<file path="config.mk">
export PLATFORM = sky130hd
export DESIGN_NAME = usi_csr_slave_flat
export DESIGN_NICKNAME = d
export VERILOG_FILES = /design/src/rtl/usi_pkg.sv /design/src/rtl/usi_csr_slave_if.sv /design/src/rtl/usi_csr_slave_adrs_dec.sv /design/src/rtl/usi_csr_slave.sv /design/src/flat_wrapper.sv
export SDC_FILE = /design/constraint.sdc
export NUM_CORES = 1
export LEC_CHECK = 0
export CORE_MARGIN = 8
export CORE_UTILIZATION = 45
export DETAILED_ROUTE_END_ITERATION = 6
export HOLD_SLACK_MARGIN = 0.12
export PLACE_DENSITY = 0.77
export SETUP_SLACK_MARGIN = 0.02
export SLEW_MARGIN = 25
export SYNTH_ARGS = -nofsm -noshare
export SYNTH_HDL_FRONTEND = slang
export SYNTH_SLANG_ARGS = --single-unit
</file>
<file path="constraint.sdc">
create_clock -name iSysClk -period 4.5 [get_ports iSysClk]
set_input_delay 0.9 -clock iSysClk [delete_from_list [all_inputs] [get_ports iSysClk]]
set_output_delay 0.9 -clock iSysClk [all_outputs]
set_load 0.05 [all_outputs]
</file>
<file path="src/rtl/usi_pkg.sv">
`default_nettype none
// ---------------------------------------------------------------------------
// usi_pkg : shared USI bus encodings, block IDs and register map   (rev 1.0)
// ---------------------------------------------------------------------------
package usi_pkg;

  localparam int USI_ADRS_BIT = 16;
  localparam int USI_RW_BIT   = USI_ADRS_BIT - 1;

  typedef enum logic {
    USI_CMD_RD = 1'b0,
    USI_CMD_WR = 1'b1
  } usi_cmd_e;

  // Block numbers as seen in the address block-select field
  localparam int BLK_ID_MCU = 0;
  localparam int BLK_ID_CSR = 1;
  localparam int BLK_ID_DMA = 2;
  localparam int BLK_ID_TMR = 3;

  localparam int REG_ID       = 0;
  localparam int REG_STAT     = 1;
  localparam int REG_FIRST_RW = 2;

  localparam int USI_RD_LAT = 2;

endpackage
`default_nettype wire

</file>
<file path="src/rtl/usi_csr_slave_if.sv">
`default_nettype none
// ---------------------------------------------------------------------------
// usi_csr_slave_if : USI command / read-response bundle            (rev 1.0)
// ---------------------------------------------------------------------------
interface usi_csr_slave_if #(
  parameter int pBusAdrsBit = 16
);

  logic [31:0]            SUsiWd;
  logic [pBusAdrsBit-1:0] SUsiAdrs;
  logic                   SUsiWEd;
  logic [31:0]            SUsiRd;
  logic                   SUsiREd;

  modport master (
    output SUsiWd,
    output SUsiAdrs,
    output SUsiWEd,
    input  SUsiRd,
    input  SUsiREd
  );

  modport slave (
    input  SUsiWd,
    input  SUsiAdrs,
    input  SUsiWEd,
    output SUsiRd,
    output SUsiREd
  );

endinterface
`default_nettype wire

</file>
<file path="src/rtl/usi_csr_slave_adrs_dec.sv">
`default_nettype none
// ---------------------------------------------------------------------------
// usi_adrs_dec : USI hit/RW/index decode with registered read stage (rev 1.0)
// ---------------------------------------------------------------------------
module usi_adrs_dec
  import usi_pkg::*;
#(
  parameter int pBusAdrsBit = 16,
  parameter int pBlkIdBit   = 4,
  parameter int pBlkId      = 1,
  parameter int pRegIdxBit  = 3
) (
  input  logic                   iSysClk,
  input  logic                   iSysRst,
  input  logic [pBusAdrsBit-1:0] iAdrs,
  input  logic                   iWEd,
  output logic                   oWrHit,
  output logic [pRegIdxBit-1:0]  oWrIdx,
  output logic                   oRdVld,
  output logic [pRegIdxBit-1:0]  oRdIdx
);

  logic                  w_hit;
  logic                  w_is_wr;
  logic [pRegIdxBit-1:0] w_idx;
  logic                  w_unused_adrs;

  logic                  rd_vld_q, rd_vld_d;
  logic [pRegIdxBit-1:0] rd_idx_q, rd_idx_d;

  // Bits between the index and block fields are don't-care, so registers alias
  assign w_unused_adrs = ^iAdrs[pBusAdrsBit-pBlkIdBit-2:pRegIdxBit];

  assign w_hit   = iWEd && (iAdrs[pBusAdrsBit-2 -: pBlkIdBit] == pBlkIdBit'(pBlkId));
  assign w_is_wr = (iAdrs[pBusAdrsBit-1] == USI_CMD_WR);
  assign w_idx   = iAdrs[pRegIdxBit-1:0];

  // Writes must land on the command edge, so their strobe is left unregistered
  assign oWrHit = w_hit && w_is_wr;
  assign oWrIdx = w_idx;

  always_comb begin
    rd_vld_d = w_hit && !w_is_wr;
    rd_idx_d = rd_vld_d ? w_idx : rd_idx_q;
  end

  always_ff @(posedge iSysClk) begin
    if (iSysRst) begin
      rd_vld_q <= 1'b0;
      rd_idx_q <= '0;
    end else begin
      rd_vld_q <= rd_vld_d;
      rd_idx_q <= rd_idx_d;
    end
  end

  assign oRdVld = rd_vld_q;
  assign oRdIdx = rd_idx_q;

endmodule
`default_nettype wire

</file>
<file path="src/rtl/usi_csr_slave.sv">
`default_nettype none
// ---------------------------------------------------------------------------
// usi_csr_slave : USI responder owning one block's CSR bank         (rev 1.0)
// ---------------------------------------------------------------------------
module usi_csr_slave
  import usi_pkg::*;
#(
  parameter int          pBusAdrsBit = 16,
  parameter int          pBlkIdBit   = 4,
  parameter int          pBlkId      = 1,
  parameter int          pRegIdxBit  = 3,
  parameter logic [31:0] pIdValue    = 32'h0000_A701,
  localparam int         pRegNum     = 2 ** pRegIdxBit
) (
  input  logic                      iSysClk,
  input  logic                      iSysRst,
  usi_csr_slave_if.slave            usi,
  input  logic [31:0]               iStatEvt,
  output logic [32*(pRegNum-2)-1:0] oCsrReg,
  output logic [pRegNum-1:0]        oCsrWp
);

  logic                  w_wr_hit;
  logic [pRegIdxBit-1:0] w_wr_idx;
  logic                  w_rd_vld;
  logic [pRegIdxBit-1:0] w_rd_idx;
  logic [31:0]           w_stat_clr;
  logic [31:0]           w_rd_val;

  logic [pRegNum-1:2][31:0] csr_q, csr_d;
  logic [31:0]              stat_q, stat_d;
  logic [pRegNum-1:0]       wp_q, wp_d;
  logic [31:0]              rd_q, rd_d;
  logic                     red_q, red_d;

  usi_adrs_dec #(
    .pBusAdrsBit (pBusAdrsBit),
    .pBlkIdBit   (pBlkIdBit),
    .pBlkId      (pBlkId),
    .pRegIdxBit  (pRegIdxBit)
  ) u_dec (
    .iSysClk (iSysClk),
    .iSysRst (iSysRst),
    .iAdrs   (usi.SUsiAdrs),
    .iWEd    (usi.SUsiWEd),
    .oWrHit  (w_wr_hit),
    .oWrIdx  (w_wr_idx),
    .oRdVld  (w_rd_vld),
    .oRdIdx  (w_rd_idx)
  );

  always_comb begin
    csr_d      = csr_q;
    wp_d       = '0;
    w_stat_clr = '0;
    if (w_wr_hit) begin
      wp_d[w_wr_idx] = 1'b1;
      if (w_wr_idx == pRegIdxBit'(REG_STAT)) begin
        w_stat_clr = usi.SUsiWd;
      end else if (w_wr_idx >= pRegIdxBit'(REG_FIRST_RW)) begin
        csr_d[w_wr_idx] = usi.SUsiWd;
      end
    end
    // A new event on a bit outranks a simultaneous write-1-to-clear
    stat_d = (stat_q & ~w_stat_clr) | iStatEvt;
  end

  always_comb begin
    w_rd_val = '0;
    if (w_rd_idx == pRegIdxBit'(REG_ID)) begin
      w_rd_val = pIdValue;
    end else if (w_rd_idx == pRegIdxBit'(REG_STAT)) begin
      w_rd_val = stat_q;
    end else if (w_rd_idx >= pRegIdxBit'(REG_FIRST_RW)) begin
      w_rd_val = csr_q[w_rd_idx];
    end
    red_d = w_rd_vld;
    rd_d  = w_rd_vld ? w_rd_val : '0;
  end

  // Idle data is forced to zero so several slaves can be OR-merged
  always_ff @(posedge iSysClk) begin
    if (iSysRst) begin
      csr_q  <= '0;
      stat_q <= '0;
      wp_q   <= '0;
      rd_q   <= '0;
      red_q  <= 1'b0;
    end else begin
      csr_q  <= csr_d;
      stat_q <= stat_d;
      wp_q   <= wp_d;
      rd_q   <= rd_d;
      red_q  <= red_d;
    end
  end

  assign oCsrReg     = csr_q;
  assign oCsrWp      = wp_q;
  assign usi.SUsiRd  = rd_q;
  assign usi.SUsiREd = red_q;

endmodule
`default_nettype wire

</file>
<file path="src/flat_wrapper.sv">
// flat-port wrapper written by rule: the top's interface ports become plain ports
module usi_csr_slave_flat import usi_pkg::*;
#(
  parameter int          pBusAdrsBit = 16,
  parameter int          pBlkIdBit   = 4,
  parameter int          pBlkId      = 1,
  parameter int          pRegIdxBit  = 3,
  parameter logic [31:0] pIdValue    = 32'h0000_A701,
  localparam int         pRegNum     = 2 ** pRegIdxBit
)
  (iSysClk, iSysRst, iStatEvt, oCsrReg, oCsrWp, usi_SUsiWd, usi_SUsiAdrs, usi_SUsiWEd, usi_SUsiRd, usi_SUsiREd);
  usi_csr_slave_if #(.pBusAdrsBit(pBusAdrsBit)) usi_i ();
  input  logic iSysClk;
  input  logic iSysRst;
  input  logic [31:0] iStatEvt;
  output logic [32*(pRegNum-2)-1:0] oCsrReg;
  output logic [pRegNum-1:0] oCsrWp;
  input wire logic [$bits(usi_i.SUsiWd)-1:0] usi_SUsiWd;
  input wire logic [$bits(usi_i.SUsiAdrs)-1:0] usi_SUsiAdrs;
  input wire logic [$bits(usi_i.SUsiWEd)-1:0] usi_SUsiWEd;
  output wire logic [$bits(usi_i.SUsiRd)-1:0] usi_SUsiRd;
  output wire logic [$bits(usi_i.SUsiREd)-1:0] usi_SUsiREd;
  assign usi_i.SUsiWd = usi_SUsiWd;
  assign usi_i.SUsiAdrs = usi_SUsiAdrs;
  assign usi_i.SUsiWEd = usi_SUsiWEd;
  assign usi_SUsiRd = usi_i.SUsiRd;
  assign usi_SUsiREd = usi_i.SUsiREd;
  usi_csr_slave #(.pBusAdrsBit(pBusAdrsBit), .pBlkIdBit(pBlkIdBit), .pBlkId(pBlkId), .pRegIdxBit(pRegIdxBit), .pIdValue(pIdValue)) u_core (.iSysClk(iSysClk), .iSysRst(iSysRst), .usi(usi_i), .iStatEvt(iStatEvt), .oCsrReg(oCsrReg), .oCsrWp(oCsrWp));
endmodule
</file>
# Word-level counts from Yosys, hierarchy flattened
# Index checks and enable logic that the tools add are counted.
dict set report classes {
  n_div 0
  n_bitwise 6
  eq_ne 3
  add_sub_neg 0
  muxes 12
  order_cmp 5
  multipliers 0
  n_shift 0
  reduce_logical 10
}
# operator n
set op_table {}
lappend op_table {{bitwise mux 192 bit} 1}
lappend op_table {{2-to-1 mux 32 bit} 6}
lappend op_table {{binary-select mux 32 bit (select 3 bit)} 1}
lappend op_table {{demux 32 bit (select 3 bit)} 1}
lappend op_table {{bitwise AND 32 bit} 1}
lappend op_table {{NOT 32 bit} 1}
lappend op_table {{bitwise OR 32 bit} 1}
lappend op_table {{2-to-1 mux 16 bit} 1}
lappend op_table {{less-than comparator 3 x 4 -> 1 bit (second input constant)} 2}
lappend op_table {{== test 3 x 1 -> 1 bit (second input constant)} 2}
lappend op_table {{greater-or-equal comparator 3 x 2 -> 1 bit (second input constant)} 2}
lappend op_table {{== test 4 x 1 -> 1 bit (second input constant)} 1}
lappend op_table {{logical AND 1 bit} 4}
lappend op_table {{OR reduction 2 bit} 2}
lappend op_table {{demux 1 bit (select 3 bit)} 1}
lappend op_table {{greater-or-equal comparator 3 x 1 -> 1 bit (second input constant)} 1}
lappend op_table {{logical NOT 3 bit} 1}
lappend op_table {{NOT 1 bit} 3}
lappend op_table {{AND reduction 3 bit} 1}
lappend op_table {{OR reduction 3 bit} 1}
lappend op_table {{logical NOT 1 bit} 1}
lappend op_table {{2-to-1 mux 1 bit} 1}
dict set report totals {
  mem_bits_ro 0
  latch_bits 0
  input_bits 83
  ram_bits 0
  elab_cells 49
  output_inout_bits 233
  n_memories 0
  reg_bits 269
}

# Depth between registers and ports, before layout
# Gate-level depths: netlist of run 1.
dict set report depth {
  ltp_word 7
  depth_mapped 7
  ltp_nobuf 3
}

# Modules after synthesis
# From an unflattened synthesis of run 1, not the netlist that was laid out.
dict set report unflattened {
  cells_unflattened 1291
  hier_area_um2 11249.5
}
# module instances cells_per_inst seq_area_each_um2 area_each_um2
set modules_own_cells {}
lappend modules_own_cells {usi_csr_slave 1 1271 5305.1 11023.1}
lappend modules_own_cells {usi_adrs_dec 1 20 80.1 226.5}

# Worst setup path after synthesis of run 1
# Ideal clock, no wire load.
dict set report synth_path {
  kind {input to register}
  start {input usi_SUsiAdrs[12]}
  end {register u_core.csr_q (netlist bit u_core.oCsrReg[100])}
  path_slack_ps 1902
  setup_ps 124
  path_buffers 3
  path_stages 6
  t_required_ps 4376
  arrival_time_ps 2474
  path_cell_list {or4b_1 -> buf_4 -> or4_4 -> buf_6 -> buf_12 -> mux2i_1}
}
dict set report synth_between {
  elab_chain_len 4
}
# item line
set synth_rtl {}
lappend synth_rtl {{start: declaration} flat_wrapper.sv:19} ;# input wire logic [$bits(usi_i.SUsiAdrs)-1:0] usi_SUsiAdrs;
lappend synth_rtl {{== test 4 x 1 -> 1 bit} usi_csr_slave_adrs_dec.sv:34} ;# assign w_hit = iWEd && (iAdrs[pBusAdrsBit-2 -: pBlkIdBit] == pBlkIdBit'(pBlkId));
lappend synth_rtl {{logical AND 1 bit} usi_csr_slave_adrs_dec.sv:34}
lappend synth_rtl {{logical AND 1 bit} usi_csr_slave_adrs_dec.sv:39} ;# assign oWrHit = w_hit && w_is_wr;
lappend synth_rtl {{AND reduction 3 bit (no source line)} -}
lappend synth_rtl {{end signal: assignment} usi_csr_slave.sv:90} ;# csr_q <= csr_d;
lappend synth_rtl {{end: declaration} usi_csr_slave.sv:30} ;# logic [pRegNum-1:2][31:0] csr_q, csr_d;
# Every way passes these cells.
# A chain may end at the register's enable or synchronous reset.

# Worst setup path in the final report of run 1
dict set report layout_path {
  start {input usi_SUsiAdrs[12]}
  end {register u_core.csr_q (netlist bit u_core.oCsrReg[114])}
}
# The elaborated chain is that of the path after synthesis.

==> results of run 1 <==
cells by family (layout without fill, tap and decap cells):
| kind of cell | after synthesis | in the layout |
|---|---|---|
| flops | 269 | 269 |
| buf+inv | 114 | 405 |
| mux | 256 | 256 |
| other cells | 0 | 1 |
| compound gates | 77 | 77 |
| simple gates | 346 | 346 |
flip-flops by register name, summed over array words and instances (netlist names):
name                 count
u_core.u_dec.oRdIdx      3
u_core.stat_q           32
u_core.usi.SUsiRd       32
u_core.u_dec.oRdVld      1
u_core.oCsrWp            8
u_core.usi.SUsiREd       1
u_core.oCsrReg         192
worst max-delay path by stage:
stage	to	startpoint	cells past startpoint
floorplan	u_core.oCsrReg[100]$_SDFFE_PP0P_	usi_SUsiAdrs[12]	6
global placement	u_core.oCsrReg[81]$_SDFFE_PP0P_	usi_SUsiAdrs[12]	4
detailed placement	u_core.oCsrReg[85]$_SDFFE_PP0P_	usi_SUsiAdrs[12]	4
CTS	u_core.oCsrReg[85]$_SDFFE_PP0P_	usi_SUsiAdrs[12]	4
global route	u_core.oCsrReg[73]$_SDFFE_PP0P_	usi_SUsiAdrs[12]	4
finish	u_core.oCsrReg[114]$_SDFFE_PP0P_	usi_SUsiAdrs[12]	4
power groups by stage:
stage               Clock (mW)  Combinational (mW)  Sequential [mW]
global placement             0               0.237             2.47
global route              2.79               0.260             2.42
floorplan                    0               0.123             2.47
finish                    2.64               0.242             2.42
CTS                       2.69               0.242             2.42
detailed placement           0               0.240             2.47
layer usage:
layer | share of wire, % | vias up
met3 | 8.2 | 63
li1 | - | 4270
met2 | 47 | 342
met5 | 0 | -
met4 | 3.3 | 0
met1 | 41 | 4465
metrics by stage:
stage	utilization, %	instance area [um^2]	instances
6_report	62.0	16000	1689
3_3_place_gp	57.8	14900	1636
2_1_floorplan	-	11600	1062
5_1_grt	62.0	16000	1689
3_5_place_dp	57.8	14900	1636
4_1_cts	61.9	16000	1688
cells in the final DEF, fill, tap and decap left out, drive strengths merged, types with 30 or more instances in the layout:
master	synthesis	layout
nor3	30	30
a311oi	32	32
mux2i	198	198
mux4	32	32
nor2b	31	31
dfxtp	269	269
clkdlybuf4s50	0	306
nand2b	227	227
nor2	35	35
inv	32	32
clkbuf	55	37
cell type report:
type                            count  area share (%)
Inverter                           32           0.753
Clock inverter                     15            1.60
Antenna cell                        1          0.0157
Tap cell                          335            2.63
Clock buffer                       37            5.11
Timing Repair Buffer              321            20.0
Sequential cell                   269            33.8
Multi-Input combinational cell    679            36.1
worst max-delay path, stage by stage:
cell	delay (ns)
clkdlybuf4s50_1	0.43
or4b_1	0.77
or4_4	0.94
mux2i_1	0.22
==> metrics.md, run 1 <==
| Metric | Value |
|---|---|
| Status | `complete, no violations` |
| Peak VDD IR | `0.204 mV` |
| Clk slew on worst S/H paths | `0.06 ns` |
| Top post-synthesis cells by area | `dfxtp_1, mux2i_1, nand2b_1` |
| Number of max-slew violations in the final report | `0` |
| Sequential share of power | `45.6%` |
| Worst r2r src | `u_core.u_dec.oRdIdx[0]$_SDFFE_PP0P_` |
| Max transition margin | `33.6%` |
| Met1 Use GR | `26.6%` |
| Synth top area share | `46.2%` |
| Drt wl/cell | `21.4 um` |
| Dpl hpwl | `24000 um` |
| Seq/Total Area, Yosys | `46.2%` |
| Fin crit period | `2.92 ns` |
| CP Capture Type | `register` |
| Hold buffers post-CTS | `0` |
| Post-CTS Setup Repair Bufs | `0` |
| Top-count cell post-synth | `dfxtp_1` |
| 1st-iter DRT viols | `492` |
| Syn Area/Cell | `11.0 um^2` |
| First-pass GRT wire length | `55200 um` |
| Leak | `6.66 nW` |
| Number of synthesized register bits | `269` |
| Final wirelength | `36100 um` |
| FF/Latch Area | `5390 um^2` |
| Crit path kind | `input pin to register` |
| Clock root cell | `clkbuf_16` |
| Vias in the first global route | `9577` |
| Initial cell density of the core | `45.2%` |
| Endpoints failing setup | `0` |
| Num CTS Buffers | `29` |
| Max FO, Critical Path | `32` |
| R2r setup slk | `2.06 ns` |
| Setup TNS | `0 ns` |
| Maxcap violations | `0` |
| Syn Nets | `1145` |
| Worst hold slack | `0.483 ns` |
| Total chip power | `5.30 mW` |
| Synth Area in Simple Gates | `17.8%` |
| Worst-Margin Slew | `0.993 ns` |
| Vias per cell | `5.41` |
| Total global routing overflow | `0` |
| Synth cell count leaders | `dfxtp_1, nand2b_1, mux2i_1` |
| Rows | `59` |
| Predominant post-synthesis flop cell | `dfxtp_1` |
| Die extent in x | `177 um` |
| H-tree depth | `1` |
| R2R cell count | `3` |
| Post-Syn Area | `11600 um^2` |
| Net switching power | `1.10 mW` |
| Fill cells | `2064` |
| Worst min-delay path category | `register to register` |
| Largest family of logic cells by synthesized area | `multiplexers` |
| Mux share of post-synthesis cell area | `25.7%` |
| Leading area contributor after synthesis | `dfxtp_1` |
| DR pass1 iterations | `4` |
| Final hold violation count | `0` |
| Port Buffer Count | `307` |
| Gate power share | `4.6%` |
| Worst Setup Slack, final | `1.58 ns` |
| Share of cells above drive strength 1 | `10.1%` |
| Post-Place Setup Slack | `1.05 ns` |
| Syn. warnings | `0` |
| WHS Endpoint | `u_core.oCsrReg[167]$_SDFFE_PP0P_` |
| Die area | `31300 um^2` |
| Hold path depth | `2` |
| Sink Count | `269` |
| Worst EP arrival | `3.30 ns` |
| Gpl congestion | `0.767` |
| Footprint of the multi-input gates | `5760 um^2` |
| Antenna Nets Post-Route | `0` |
| Adder and majority gate portion of the synthesized area | `0%` |
| GRT Util Overall | `22.2%` |
| HP Start | `u_core.oCsrReg[167]$_SDFFE_PP0P_` |
| Gr busiest metal | `met2` |
| Worst path required time | `4.88 ns` |
| Die height | `177 um` |
| Worst setup SP type | `input pin` |
| Power Internal | `4.20 mW` |
| Grt met3 use | `6.25%` |
| Mapped Cells | `1062` |
| FF-to-FF End | `u_core.usi.SUsiRd[10]$_SDFF_PP0_` |
| Post-synth EDFFs | `0` |
| RSZ-0062 raised after global routing | `false` |
| Core area | `25800 um^2` |
| Clock Skew | `0.00781 ns` |
| TritonCTS clock tree | `done` |
| Pin count of the biggest net entering global routing | `155` |
| Number of distinct library cells after synthesis | `37` |
| Final Cycle Share | `64.9%` |
| Ports | `316` |
| CTS resizes | `0` |
| Maximum root-to-sink buffer count | `3` |
| Nets | `1415` |
| Via count | `9140` |
| Met2 Usage GRT | `37.3%` |
| Complex-gate fraction of the synthesized area | `5.59%` |
| Area Overhead vs Synth | `37.1%` |
| Worst-Skew Late Latency | `0.53 ns` |
| Power share of the clock group | `49.8%` |
| Drc violations | `0` |
| Initial antenna violation count | `1` |
| Sw frac | `20.7%` |
| F_max | `342 MHz` |
| Asr flop ratio synth | `0%` |
| Xor and xnor fraction of the mapped netlist area | `0%` |
| Power Density | `332 nW/um^2` |
(Power assumes the default switching activity.)
==> inputs of run 2 (changes only) <==
==> constraint.sdc (replaced) <==
create_clock -name iSysClk -period 3 [get_ports iSysClk]
set_input_delay 0.6 -clock iSysClk [delete_from_list [all_inputs] [get_ports iSysClk]]
set_output_delay 0.6 -clock iSysClk [all_outputs]
set_load 0.05 [all_outputs]
==> metrics.md, run 2 (same netlist as run 1, synthesis figures left out) <==
| Metric | Value |
|---|---|
| Worst path required time | `2.40 ns` |
| Rows | `59` |
| Ports | `316` |
| HP Start | `iSysRst` |
| Post-CTS Setup Repair Bufs | `0` |
| CP max stage delay | `0.87 ns` |
| Pin count of the biggest net entering global routing | `147` |
| Number of max-slew violations in the final report | `0` |
| Clk slew on worst S/H paths | `0.06 ns` |
| 1st-iter DRT viols | `677` |
| WHS Endpoint | `u_core.stat_q[3]$_SDFF_PP0_` |
| Share of cells above drive strength 1 | `10.8%` |
| Total chip power | `7.61 mW` |
| Initial antenna violation count | `0` |
| F_max | `418 MHz` |
| TritonCTS clock tree | `done` |
| Final Cycle Share | `79.8%` |
| Nets | `1428` |
| Status | `complete, no violations` |
| Worst r2r src | `u_core.u_dec.oRdIdx[1]$_SDFFE_PP0P_` |
| Area Overhead vs Synth | `37.7%` |
| CP Capture Type | `output port` |
| Gpl congestion | `0.815` |
| Worst EP arrival | `1.79 ns` |
| Max reg flops | `192` |
| Crit path buf inv count | `1` |
| Initial cell density of the core | `45.2%` |
| Top delay family on crit path | `buffers and inverters` |
| Worst hold slack | `0.351 ns` |
| Endpoints failing setup | `0` |
| Max transition margin | `30.5%` |
| Max FO, Critical Path | `3` |
| Worst-Skew Late Latency | `0.54 ns` |
| Maxcap violations | `0` |
| Via count | `9257` |
| Clock root cell | `clkbuf_16` |
| Worst-Margin Slew | `1.04 ns` |
| Fin area | `16000 um^2` |
| Drc violations | `0` |
| Port Buffer Count | `307` |
| Leak | `6.70 nW` |
| CTS resizes | `0` |
| Die extent in x | `177 um` |
| R2r setup slk | `0.97 ns` |
| Drt wl/cell | `21.4 um` |
| First-pass GRT wire length | `56000 um` |
| Fill cells | `2108` |
| Hold path depth | `2` |
| Vias per cell | `5.44` |
| Peak VDD IR | `0.349 mV` |
| Clock Skew | `0.0115 ns` |
| R2R cell count | `4` |
| Worst-path cell chain | `clkdlybuf4s50_1` |
| Power Density | `475 nW/um^2` |
| Crit path kind | `register to output port` |
| Final hold violation count | `0` |
| Most frequent cells in the layout | `clkdlybuf4s50_1, dfxtp_1, nand2b_1` |
| FF-to-FF End | `u_core.usi.SUsiRd[2]$_SDFF_PP0_` |
| Fin crit period | `2.39 ns` |
| Die area | `31300 um^2` |
| Commonest non-fill, non-tap cell in the layout | `clkdlybuf4s50_1` |
| RSZ-0062 raised after global routing | `false` |
| Final core occ | `62.3%` |
| Dpl hpwl | `25000 um` |
| Sink Count | `269` |
| Vias in the first global route | `9660` |
| Slowest CP cell | `clkdlybuf4s50_1` |
| Antenna Nets Post-Route | `0` |
| Worst min-delay path category | `input pin to register` |
| Setup TNS | `0 ns` |
| H-tree depth | `1` |
| Total global routing overflow | `0` |
| GRT Util Overall | `22.5%` |
| Hold buffers post-CTS | `0` |
| Num CTS Buffers | `28` |
| Final wirelength | `36400 um` |
| DR pass1 iterations | `5` |
| DP Area | `15100 um^2` |
| Die height | `177 um` |
| Core area | `25800 um^2` |
| Maximum root-to-sink buffer count | `3` |
| Antenna Cells | `0` |
| Worst setup SP type | `register` |
[run 2: how the worst max path moves through the flow]
stage | from | endpoint | slack (ns) | cells past startpoint
floorplan | usi_SUsiAdrs[12] | u_core.oCsrReg[100]$_SDFFE_PP0P_ | 0.70 | 6
global placement | usi_SUsiAdrs[12] | u_core.stat_q[20]$_SDFF_PP0_ | 0.1 | 6
detailed placement | usi_SUsiAdrs[12] | u_core.stat_q[21]$_SDFF_PP0_ | 0.08 | 6
CTS | u_core.oCsrReg[0]$_SDFFE_PP0P_ | oCsrReg[0] | 0.57 | 1
global route | u_core.oCsrReg[40]$_SDFFE_PP0P_ | oCsrReg[40] | 0.54 | 1
finish | u_core.oCsrReg[10]$_SDFFE_PP0P_ | oCsrReg[10] | 0.61 | 1
[run 2: metrics by stage]
| stage | cells | setup slack [ns] |
|---|---|---|
| finish | 1702 | 0.607 |
| global route | 1702 | 0.543 |
| CTS | 1702 | 0.573 |
| detailed placement | 1650 | 0.0847 |
| global placement | 1650 | 0.0988 |
| floorplan | 1062 | 0.702 |
[run 2: metal layers]
metal | global-route usage (%) | part of all wire (%) | vias up
met5 | 0 | 0 | -
met4 | 9.60 | 4.6 | 0
met3 | 5.93 | 8.0 | 93
met2 | 37.9 | 47 | 338
met1 | 26.7 | 41 | 4530
li1 | - | - | 4296
[run 2: area by class of cell]
| cell class | instances | area (um^2) | share of cell area (%) |
|---|---|---|---|
| Inverter | 32 | 120 | 0.749 |
| Clock inverter | 9 | 103 | 0.640 |
| Multi-Input combinational cell | 679 | 5760 | 35.9 |
| Timing Repair Buffer | 335 | 3370 | 21.0 |
| Sequential cell | 269 | 5390 | 33.6 |
| Clock buffer | 43 | 868 | 5.41 |
| Tap cell | 335 | 419 | 2.61 |
[run 2: report_power, final]
| part | switching (mW) | internal, mW |
|---|---|---|
| clock network | 1.46 | 2.16 |
| registers | 0.0223 | 3.60 |
| logic | 0.176 | 0.193 |
==> inputs of run 3 (changes only) <==
--- a/config.mk
+++ b/config.mk
@@ -6,10 +6,10 @@
 export NUM_CORES = 1
 export LEC_CHECK = 0
 export CORE_MARGIN = 8
-export CORE_UTILIZATION = 45
+export CORE_UTILIZATION = 44
 export DETAILED_ROUTE_END_ITERATION = 6
 export HOLD_SLACK_MARGIN = 0.12
-export PLACE_DENSITY = 0.77
+export PLACE_DENSITY = 0.79
 export SETUP_SLACK_MARGIN = 0.02
 export SLEW_MARGIN = 25
 export SYNTH_ARGS = -nofsm -noshare
==> constraint.sdc (replaced) <==
create_clock -name iSysClk -period 2.03 [get_ports iSysClk]
set_input_delay 0.406 -clock iSysClk [delete_from_list [all_inputs] [get_ports iSysClk]]
set_output_delay 0.406 -clock iSysClk [all_outputs]
set_load 0.05 [all_outputs]
==> metrics.md, run 3 (same netlist as run 1, synthesis figures left out) <==
| Metric | Value |
|---|---|
| Status | `complete, no violations` |
| Drc violations | `0` |
| RSZ-0062 raised after global routing | `false` |
| Fin area | `16000 um^2` |
| Power Density | `726 nW/um^2` |
| Gpl congestion | `0.817` |
| Dpl hpwl | `26400 um` |
| Maximum root-to-sink buffer count | `3` |
| Leak | `7.91 nW` |
| DP Area | `15200 um^2` |
| Post-CTS Setup Repair Bufs | `0` |
| Core area | `26100 um^2` |
| Commonest non-fill, non-tap cell in the layout | `dfxtp_1` |
| Die height | `179 um` |
| First-pass GRT wire length | `56800 um` |
| Placed Cells | `1671` |
| Clock root cell | `clkbuf_16` |
| Crit path kind | `input pin to register` |
| Clock Skew | `0.00587 ns` |
| Endpoints failing setup | `0` |
| Vias in the first global route | `9734` |
| Fill cells | `2217` |
| F_max | `512 MHz` |
| CTS resizes | `194` |
| Final hold violation count | `0` |
| Worst-Margin Slew | `0.659 ns` |
| Worst setup SP type | `input pin` |
| Antenna Cells | `0` |
| CP Capture Type | `register` |
| Initial antenna violation count | `0` |
| Total global routing overflow | `0` |
| Antenna Nets Post-Route | `0` |
| Final Cycle Share | `96.2%` |
| Share of cells above drive strength 1 | `14.9%` |
| Finished Layout Cells | `1723` |
| Pin count of the biggest net entering global routing | `65` |
| TritonCTS clock tree | `done` |
| Maxcap violations | `0` |
| Max FO, Critical Path | `14` |
| Die area | `31900 um^2` |
| Fin crit period | `1.95 ns` |
| Clk slew on worst S/H paths | `0.06 ns` |
| Most frequent cells in the layout | `dfxtp_1, nand2b_1, mux2i_1` |
| Drt wl/cell | `21.7 um` |
| Final wirelength | `37400 um` |
| Post-Place Setup Slack | `-0.465 ns` |
| Worst path required time | `2.44 ns` |
| Met3 Wirelength | `3370 um` |
| Rows | `59` |
| Worst Setup Slack, final | `0.0765 ns` |
| Worst EP arrival | `2.37 ns` |
| Worst hold slack | `0.217 ns` |
| Worst min-delay path category | `input pin to register` |
| H-tree depth | `1` |
| Number of max-slew violations in the final report | `0` |
| DR pass1 iterations | `5` |
| Top sig layer | `met4` |
| Sink Count | `269` |
| M1 WL | `15100 um` |
| Vias per cell | `5.47` |
| Ports | `316` |
| 1st-iter DRT viols | `597` |
| Peak VDD IR | `0.557 mV` |
| Area Overhead vs Synth | `37.7%` |
| Hold buffers post-CTS | `0` |
| Num CTS Buffers | `29` |
| Nets | `1450` |
| Via count | `9432` |
| Met2 WL | `17600 um` |
| Max reg flops | `192` |
| Worst-Skew Late Latency | `0.54 ns` |
| Max transition margin | `56.1%` |
| Initial cell density of the core | `44.7%` |
| GRT Util Overall | `22.5%` |
| Final core occ | `61.5%` |
| Die extent in x | `179 um` |
| Port Buffer Count | `307` |
-- run 3: worst max-delay path: stages --
cell,delay [ns]
clkdlybuf4s50_1,0.43
or4b_4,0.60
buf_4,0.19
nor4b_4,0.27
buf_4,0.31
a311oi_1,0.14
-- run 3: metal layers --
metal / GRT usage (%) / up-vias
li1: - / 4336
met1: 27.3 / 4634
met2: 37.2 / 383
met3: 6.66 / 79
met4: 8.44 / 0
met5: 0 / -
-- run 3: cell type report --
| type | instances | area, um^2 | share of cell area [%] |
|---|---|---|---|
| Clock inverter | 15 | 238 | 1.48 |
| Tap cell | 335 | 419 | 2.61 |
| Sequential cell | 269 | 5390 | 33.6 |
| Inverter | 32 | 120 | 0.749 |
| Timing Repair Buffer | 356 | 3300 | 20.6 |
| Clock buffer | 37 | 796 | 4.96 |
| Multi-Input combinational cell | 679 | 5770 | 36.0 |
-- run 3: worst paths after layout --
path	start	end	slack (ns)	depth (start not counted)
setup / recovery	usi_SUsiAdrs[12]	u_core.stat_q[19]$_SDFF_PP0_	0.08	6
hold / removal	iSysRst	u_core.stat_q[6]$_SDFF_PP0_	0.22	2
setup reg to reg	u_core.u_dec.oRdIdx[0]$_SDFFE_PP0P_	u_core.usi.SUsiRd[31]$_SDFF_PP0_	0.34	4
hold reg to reg	u_core.oCsrReg[169]$_SDFFE_PP0P_	u_core.oCsrReg[169]$_SDFFE_PP0P_	0.49	2
-- run 3: metrics by stage --
| stage | total power, mW | setup TNS (ns) |
|---|---|---|
| 2_1_floorplan | 5.76 | -3.42 |
| 5_1_grt | 12.0 | 0 |
| 4_1_cts | 11.7 | 0 |
| 6_report | 11.6 | 0 |
| 3_5_place_dp | 6.05 | -72.06 |
| 3_3_place_gp | 6.04 | -65.80 |
-- run 3: where the power goes --
part	internal (mW)	switching [mW]	leakage [nW]
Clock	3.52	2.19	0.497
Combinational	0.303	0.277	5.23
Sequential	5.33	0.0331	2.18
